**src/rtl/rssi_pkg.sv**
```systemverilog
// Shared widths and the result payload for the RSSI window accumulator.
package rssi_pkg;

  localparam int unsigned DATA_W = 16;
  localparam int unsigned CNT_W  = 21;
  localparam int unsigned ACC_W  = 56;
  localparam int unsigned PWR_W  = 2 * DATA_W + 1;

  typedef struct packed {
    logic [ACC_W-1:0] power;
    logic [CNT_W-1:0] count;
    logic             ovf;
    logic [PWR_W-1:0] peak;
  } rssi_result_t;

endpackage

```
**src/rtl/rssi_pwr_calc.sv**
```systemverilog
// Three-stage I^2+Q^2 pipeline: register inputs, square, then sum.
module rssi_pwr_calc #(
  parameter int unsigned DATA_W = rssi_pkg::DATA_W
) (
  input  logic              clk,
  input  logic              resetn,
  input  logic              sample_valid,
  input  logic [DATA_W-1:0] sample_i,
  input  logic [DATA_W-1:0] sample_q,
  output logic              pwr_vld,
  output logic [2*DATA_W:0] pwr
);
  import rssi_pkg::*;

  localparam int unsigned SQ_W = 2 * DATA_W;
  localparam int unsigned PW_W = 2 * DATA_W + 1;

  logic signed [DATA_W-1:0] i_r;
  logic signed [DATA_W-1:0] q_r;
  logic                     vld_r;
  logic [SQ_W-1:0]          i_sq;
  logic [SQ_W-1:0]          q_sq;
  logic                     sq_vld;

  logic signed [SQ_W-1:0]   i_ext_c;
  logic signed [SQ_W-1:0]   q_ext_c;
  logic signed [SQ_W-1:0]   i_prod_c;
  logic signed [SQ_W-1:0]   q_prod_c;

  // Full-width signed product: (-2^(DATA_W-1))^2 = 2^(2*DATA_W-2) still fits.
  always_comb begin
    i_ext_c  = SQ_W'(i_r);
    q_ext_c  = SQ_W'(q_r);
    i_prod_c = i_ext_c * i_ext_c;
    q_prod_c = q_ext_c * q_ext_c;
  end

  always_ff @(posedge clk) begin
    if (!resetn) begin
      i_r     <= '0;
      q_r     <= '0;
      vld_r   <= 1'b0;
      i_sq    <= '0;
      q_sq    <= '0;
      sq_vld  <= 1'b0;
      pwr     <= '0;
      pwr_vld <= 1'b0;
    end else begin
      i_r     <= sample_i;
      q_r     <= sample_q;
      vld_r   <= sample_valid;
      i_sq    <= i_prod_c;
      q_sq    <= q_prod_c;
      sq_vld  <= vld_r;
      pwr     <= PW_W'(i_sq) + PW_W'(q_sq);
      pwr_vld <= sq_vld;
    end
  end

endmodule

```
**src/rtl/rssi_accum.sv**
```systemverilog
// Windowed I^2+Q^2 accumulator latched on each rssi_load strobe.
// Optional running peak per window is enabled with RSSI_PEAK_HOLD_EN.
module rssi_accum #(
  parameter int unsigned DATA_W = rssi_pkg::DATA_W,
  parameter int unsigned CNT_W  = rssi_pkg::CNT_W,
  parameter int unsigned ACC_W  = rssi_pkg::ACC_W
) (
  input  logic                clk_15p36,
  input  logic                resetn_15p36,
  input  logic                sample_valid,
  input  logic [DATA_W-1:0]   sample_i,
  input  logic [DATA_W-1:0]   sample_q,
  input  logic                rssi_load,
  output logic [ACC_W-1:0]    rssi_power,
  output logic [CNT_W-1:0]    rssi_count,
  output logic                rssi_valid,
  output logic                rssi_ovf,
  output logic [2*DATA_W:0]   rssi_peak
);
  import rssi_pkg::*;

  localparam int unsigned PW_W  = 2 * DATA_W + 1;
  localparam int unsigned SUM_W = ACC_W + 1;

  logic             pwr_vld;
  logic [PW_W-1:0]  pwr;

  logic [ACC_W-1:0] acc;
  logic [CNT_W-1:0] cnt;
  logic             acc_sat;

  logic [SUM_W-1:0] sum_c;
  logic             add_sat_c;
  logic [ACC_W-1:0] acc_nxt_c;
  logic [CNT_W-1:0] cnt_nxt_c;
  logic             sat_nxt_c;

  rssi_pwr_calc #(
    .DATA_W (DATA_W)
  ) u_pwr_calc (
    .clk          (clk_15p36),
    .resetn       (resetn_15p36),
    .sample_valid (sample_valid),
    .sample_i     (sample_i),
    .sample_q     (sample_q),
    .pwr_vld      (pwr_vld),
    .pwr          (pwr)
  );

  // Next window state including the stage-3 power of this cycle.
  always_comb begin
    sum_c     = {1'b0, acc} + SUM_W'(pwr);
    add_sat_c = sum_c[ACC_W];
    acc_nxt_c = acc;
    cnt_nxt_c = cnt;
    sat_nxt_c = acc_sat;
    if (pwr_vld) begin
      acc_nxt_c = add_sat_c ? '1 : sum_c[ACC_W-1:0];
      cnt_nxt_c = (&cnt) ? cnt : cnt + CNT_W'(1);
      sat_nxt_c = acc_sat | add_sat_c;
    end
  end

  always_ff @(posedge clk_15p36) begin
    if (!resetn_15p36) begin
      acc        <= '0;
      cnt        <= '0;
      acc_sat    <= 1'b0;
      rssi_power <= '0;
      rssi_count <= '0;
      rssi_ovf   <= 1'b0;
      rssi_valid <= 1'b0;
    end else begin
      rssi_valid <= rssi_load;
      if (rssi_load) begin
        rssi_power <= acc_nxt_c;
        rssi_count <= cnt_nxt_c;
        rssi_ovf   <= sat_nxt_c;
        acc        <= '0;
        cnt        <= '0;
        acc_sat    <= 1'b0;
      end else begin
        acc        <= acc_nxt_c;
        cnt        <= cnt_nxt_c;
        acc_sat    <= sat_nxt_c;
      end
    end
  end

`ifdef RSSI_PEAK_HOLD_EN
  logic [PW_W-1:0] peak;
  logic [PW_W-1:0] peak_nxt_c;

  always_comb begin
    peak_nxt_c = peak;
    if (pwr_vld && (pwr > peak)) begin
      peak_nxt_c = pwr;
    end
  end

  always_ff @(posedge clk_15p36) begin
    if (!resetn_15p36) begin
      peak      <= '0;
      rssi_peak <= '0;
    end else if (rssi_load) begin
      rssi_peak <= peak_nxt_c;
      peak      <= '0;
    end else begin
      peak      <= peak_nxt_c;
    end
  end
`else
  assign rssi_peak = '0;
`endif

endmodule
```
**config.mk**
```make
export PLATFORM = sky130hd
export DESIGN_NAME = rssi_accum
export DESIGN_NICKNAME = d
export VERILOG_FILES = /design/src/rtl/rssi_pkg.sv /design/src/rtl/rssi_pwr_calc.sv /design/src/rtl/rssi_accum.sv
export SDC_FILE = /design/constraint.sdc
export NUM_CORES = 2
export LEC_CHECK = 0
export CAP_MARGIN = 20
export CORE_MARGIN = 1.5
export CORE_UTILIZATION = 28
export CTS_CLUSTER_DIAMETER = 30
export DETAILED_ROUTE_END_ITERATION = 8
export PLACE_DENSITY = 0.39
export SETUP_SLACK_MARGIN = 0.05
export SYNTH_ARGS = -nofsm -noshare
export SYNTH_HDL_FRONTEND = slang
export SYNTH_SLANG_ARGS = --single-unit
```
**constraint.sdc**
```tcl
create_clock -name clk_15p36 -period 7.1 [get_ports clk_15p36]
set_input_delay 0.71 -clock clk_15p36 [delete_from_list [all_inputs] [get_ports clk_15p36]]
set_output_delay 0.71 -clock clk_15p36 [all_outputs]
set_load 0.005 [all_outputs]
```
==> flow_metrics.tcl <==
set metrics [dict create \
    critPathKind "flop to flop" \
    rsz0062_at_grt "no" \
    max_stage_delay_ns 0.58 \
    diodes 0 \
    fin_crit_sh_pct 92.73 \
    synth-adder-area-share_pct 41.68 \
    area_growth_pct 18.98 \
    pwr-share-comb_pct 41.7 \
    failed_checks "DRC" \
    netlist_area_um2 29840 \
    path_cells "inv_1 > nor2_1 > inv_1 > fa_1 > inv_1 > fa_1 > ha_1 > inv_1 > fa_1 > inv_1 > fa_1 > fa_1 > ha_1 > a211oi_1 > nor2_1 > o31ai_1 > nand4b_1 > a31oi_1 > o211ai_1 > o21ba_2 > xnor2_1 > nor2_1" \
    drive_gt1_share_pct 6.597 \
    synthTopCellsByCount "inv_1 (659), fa_1 (470), dfxtp_1 (287)" \
    yosysMostFrequentCell "inv_1" \
    timing.rr.start "u_pwr_calc.q_r[6]$_SDFF_PN0_" \
    muxShareOfSynthArea_pct 0.2390 \
    core_area_um2 105400 \
    post_cts_buffers 0 \
    yosysTopAreaCell "fa_1" \
    nNetsFinal 4199 \
    synthSimpleGateAreaFrac_pct 13.45 \
    die_width_um 329.5 \
    track_usage_pct 15.01 \
    routed-via-count 21804 \
    cts_max_level 3 \
    yosys.area.top_type_share_pct 31.53 \
    grt_pass1_vias 23790 \
    grt_pass1_wl_um 128300 \
    synth_top_family_by_area "adder cells" \
    cts.sinks 287 \
    ant_nets 0 \
    clockRootBuffer "clkbuf_16" \
    rows 119 \
    antenna_found_initial 0 \
    setup_viol 0 \
    synth-xor-area-share_pct 4.960 \
    swShare_pct 37.45 \
    hold_path_startpoint "rssi_power[17]$_SDFFE_PN0P_" \
    crit_path_top_delay_cell "dfxtp_1" \
    ir_worst_vdd_v 0.0001678 \
    ios 148 \
    cts_tree "yes" \
    syn_area_per_cell_um2 9.043 \
    ys_warn_count 0 \
    hold_viol_final 0 \
    io_buffer_count 114 \
    startpoint_type "flop" \
    dr.pass1.iters 9 \
    drc 12 \
    regArea_um2 5751 \
    die_h_um 329.5 \
    leakage_nw 16.99 \
    hp-class "flop to flop" \
    power-per-cell-area_nw_per_um2 274.1 \
    switchingPower_w 0.003645 \
    multi_input_area_um2 21100 \
    power_frac_seq_pct 20.2 \
    initial_core_util_pct 28.31 \
    hpwlAfterDp_um 64190 \
    overflow 0 \
    worst-r2r-setup-slack_ns 0.52 \
    drtIter0Drc 939 \
    required_ns 7.58 \
    synth_edf_count 0 \
    synthArstFlopShare_pct 0 \
    synth_area_leaders "fa_1 (32%), dfxtp_1 (19%), ha_1 (10%)" \
    ys_dominant_reg_cell "dfxtp_1" \
    drv_slew 0 \
    ys_ff_latch 287 \
    worst_slew_pin_slew_ns 1.029 \
    max-slew-margin-rel_pct 31.26 \
    cts_resized 0 \
    finalClockSkew_ns 0.03314 \
    drt-total-wl_um 78610 \
    fp.dieArea_um2 108500 \
    grt_max_degree 63 \
    cts.path.max_buffers 3 \
    finalPower_w 0.009732 \
    arrival_ns 7.06 \
    postSynthCellCount 3300 \
    seq_area_frac_synth_pct 19.25 \
    endpoint_kind "flop" \
    p_clk_share_pct 38.1 \
    drt-wirelength-per-cell_um 16.02 \
    postCtsHoldBufs 0 \
    synth_compound_area_share_pct 9.899 \
    p_int_w 0.006087 \
    via_per_inst 4.443 \
    maxCapViolations 0 \
    clk_pin_slew_ns 0.04 \
    num-fill-cells 11134 \
    clkLatencyLatePin_ns 0.63 \
    layout_min_cycle_time_ns 6.584 \
    crit_start "u_pwr_calc.q_r[6]$_SDFF_PN0_" \
    gp_congestion 0.8032 \
    status "finished, violations left" \
    yosys.cell_types.count 72 \
    cts_made_buffers 80 \
    fmax_ghz 0.1519 \
    cp_max_fo 8 \
    finalSetupTns_ns 0 \
]
==> worst paths after layout <==
path | endpoint | cells after the start
max | u_pwr_calc.q_sq[31]$_SDFF_PN0_ | 22
min | rssi_power[17]$_SDFFE_PN0P_ | 2
max reg2reg | u_pwr_calc.q_sq[31]$_SDFF_PN0_ | 22
min reg2reg | rssi_power[17]$_SDFFE_PN0P_ | 2
==> critical path, delay by kind of cell (launching register included) <==
family                   cells  cell delay [ns]
AO/OA/AOI/OAI                5             1.56
XOR/XNOR                     1             0.14
adder cells (fa/ha/maj)      7             3.03
buffers and inverters        5             0.52
flip-flops                   1             0.58
AND/OR/NAND/NOR              4             0.66
==> placed cells by master (no fill, tap or decap), drive strengths merged, types with 107 or more instances in the layout <==
master	Yosys	layout
a21oi	127	127
and2	128	128
clkdlybuf4s50	0	112
dfxtp	287	287
fa	470	470
ha	242	242
inv	659	660
nand2	267	267
nor2	266	266
o21ai	107	107
xnor2	119	119
==> through the flow <==
stage / std cells / setup WS, ns / utilization [%] / cell area [um^2] / hold slack [ns]
finish: 4908 / 0.5160 / 33.68 / 35510 / 0.4456
global route: 4908 / 0.06469 / 33.68 / 35510 / 0.4594
CTS: 4908 / 0.3068 / 33.66 / 35490 / 0.4451
detailed placement: 4760 / 0.3630 / 30.97 / 32650 / 0.4436
global placement: 4760 / 0.4306 / 30.97 / 32650 / 0.4315
floorplan: 3332 / 0.7664 / - / 29960 / 0.4119
==> cell families after synthesis <==
logic type | Yosys count
xor gates and xnor gates | 169
AOI/OAI and AO/OA | 461
and+or+nand+nor | 863
muxes | 7
buffers and inverters | 800
adders and majority gates | 712
DFF | 287
other | 1
==> flip-flops by register name, summed over array words and instances (netlist names), 16 cells and up <==
| register | flops |
|---|---|
| cnt | 21 |
| u_pwr_calc.q_sq | 31 |
| u_pwr_calc.i_sq | 31 |
| u_pwr_calc.pwr | 33 |
| acc | 56 |
| rssi_count | 21 |
| u_pwr_calc.i_r | 16 |
| rssi_power | 56 |
| u_pwr_calc.q_r | 16 |
==> routing by layer <==
layer / global-route usage (%) / routed length, um / vias up
li1: - / - / 10612
met1: 18.91 / 34960 / 10824
met2: 27.00 / 40000 / 288
met3: 1.939 / 2429 / 80
met4: 3.610 / 1212 / 0
met5: 0 / 0 / -
==> area by class of cell <==
class | instances | area share (%)
repair buffers | 175 | 4.483
multi-input cells | 2245 | 59.43
flip-flops and latches | 287 | 16.20
clock inverters | 46 | 1.832
well taps | 1391 | 4.902
clock buffers | 102 | 6.156
inverters | 662 | 6.999
==> power groups by stage <==
stage	sequential [W]	clock (W)	combinational (W)
2_1_floorplan	0.00191	0	0.00309
6_report	0.00197	0.00371	0.00405
5_1_grt	0.00199	0.00389	0.00470
3_5_place_dp	0.00200	0	0.00412
3_3_place_gp	0.00200	0	0.00416
4_1_cts	0.00197	0.00381	0.00415
(Power assumes the default switching activity.)
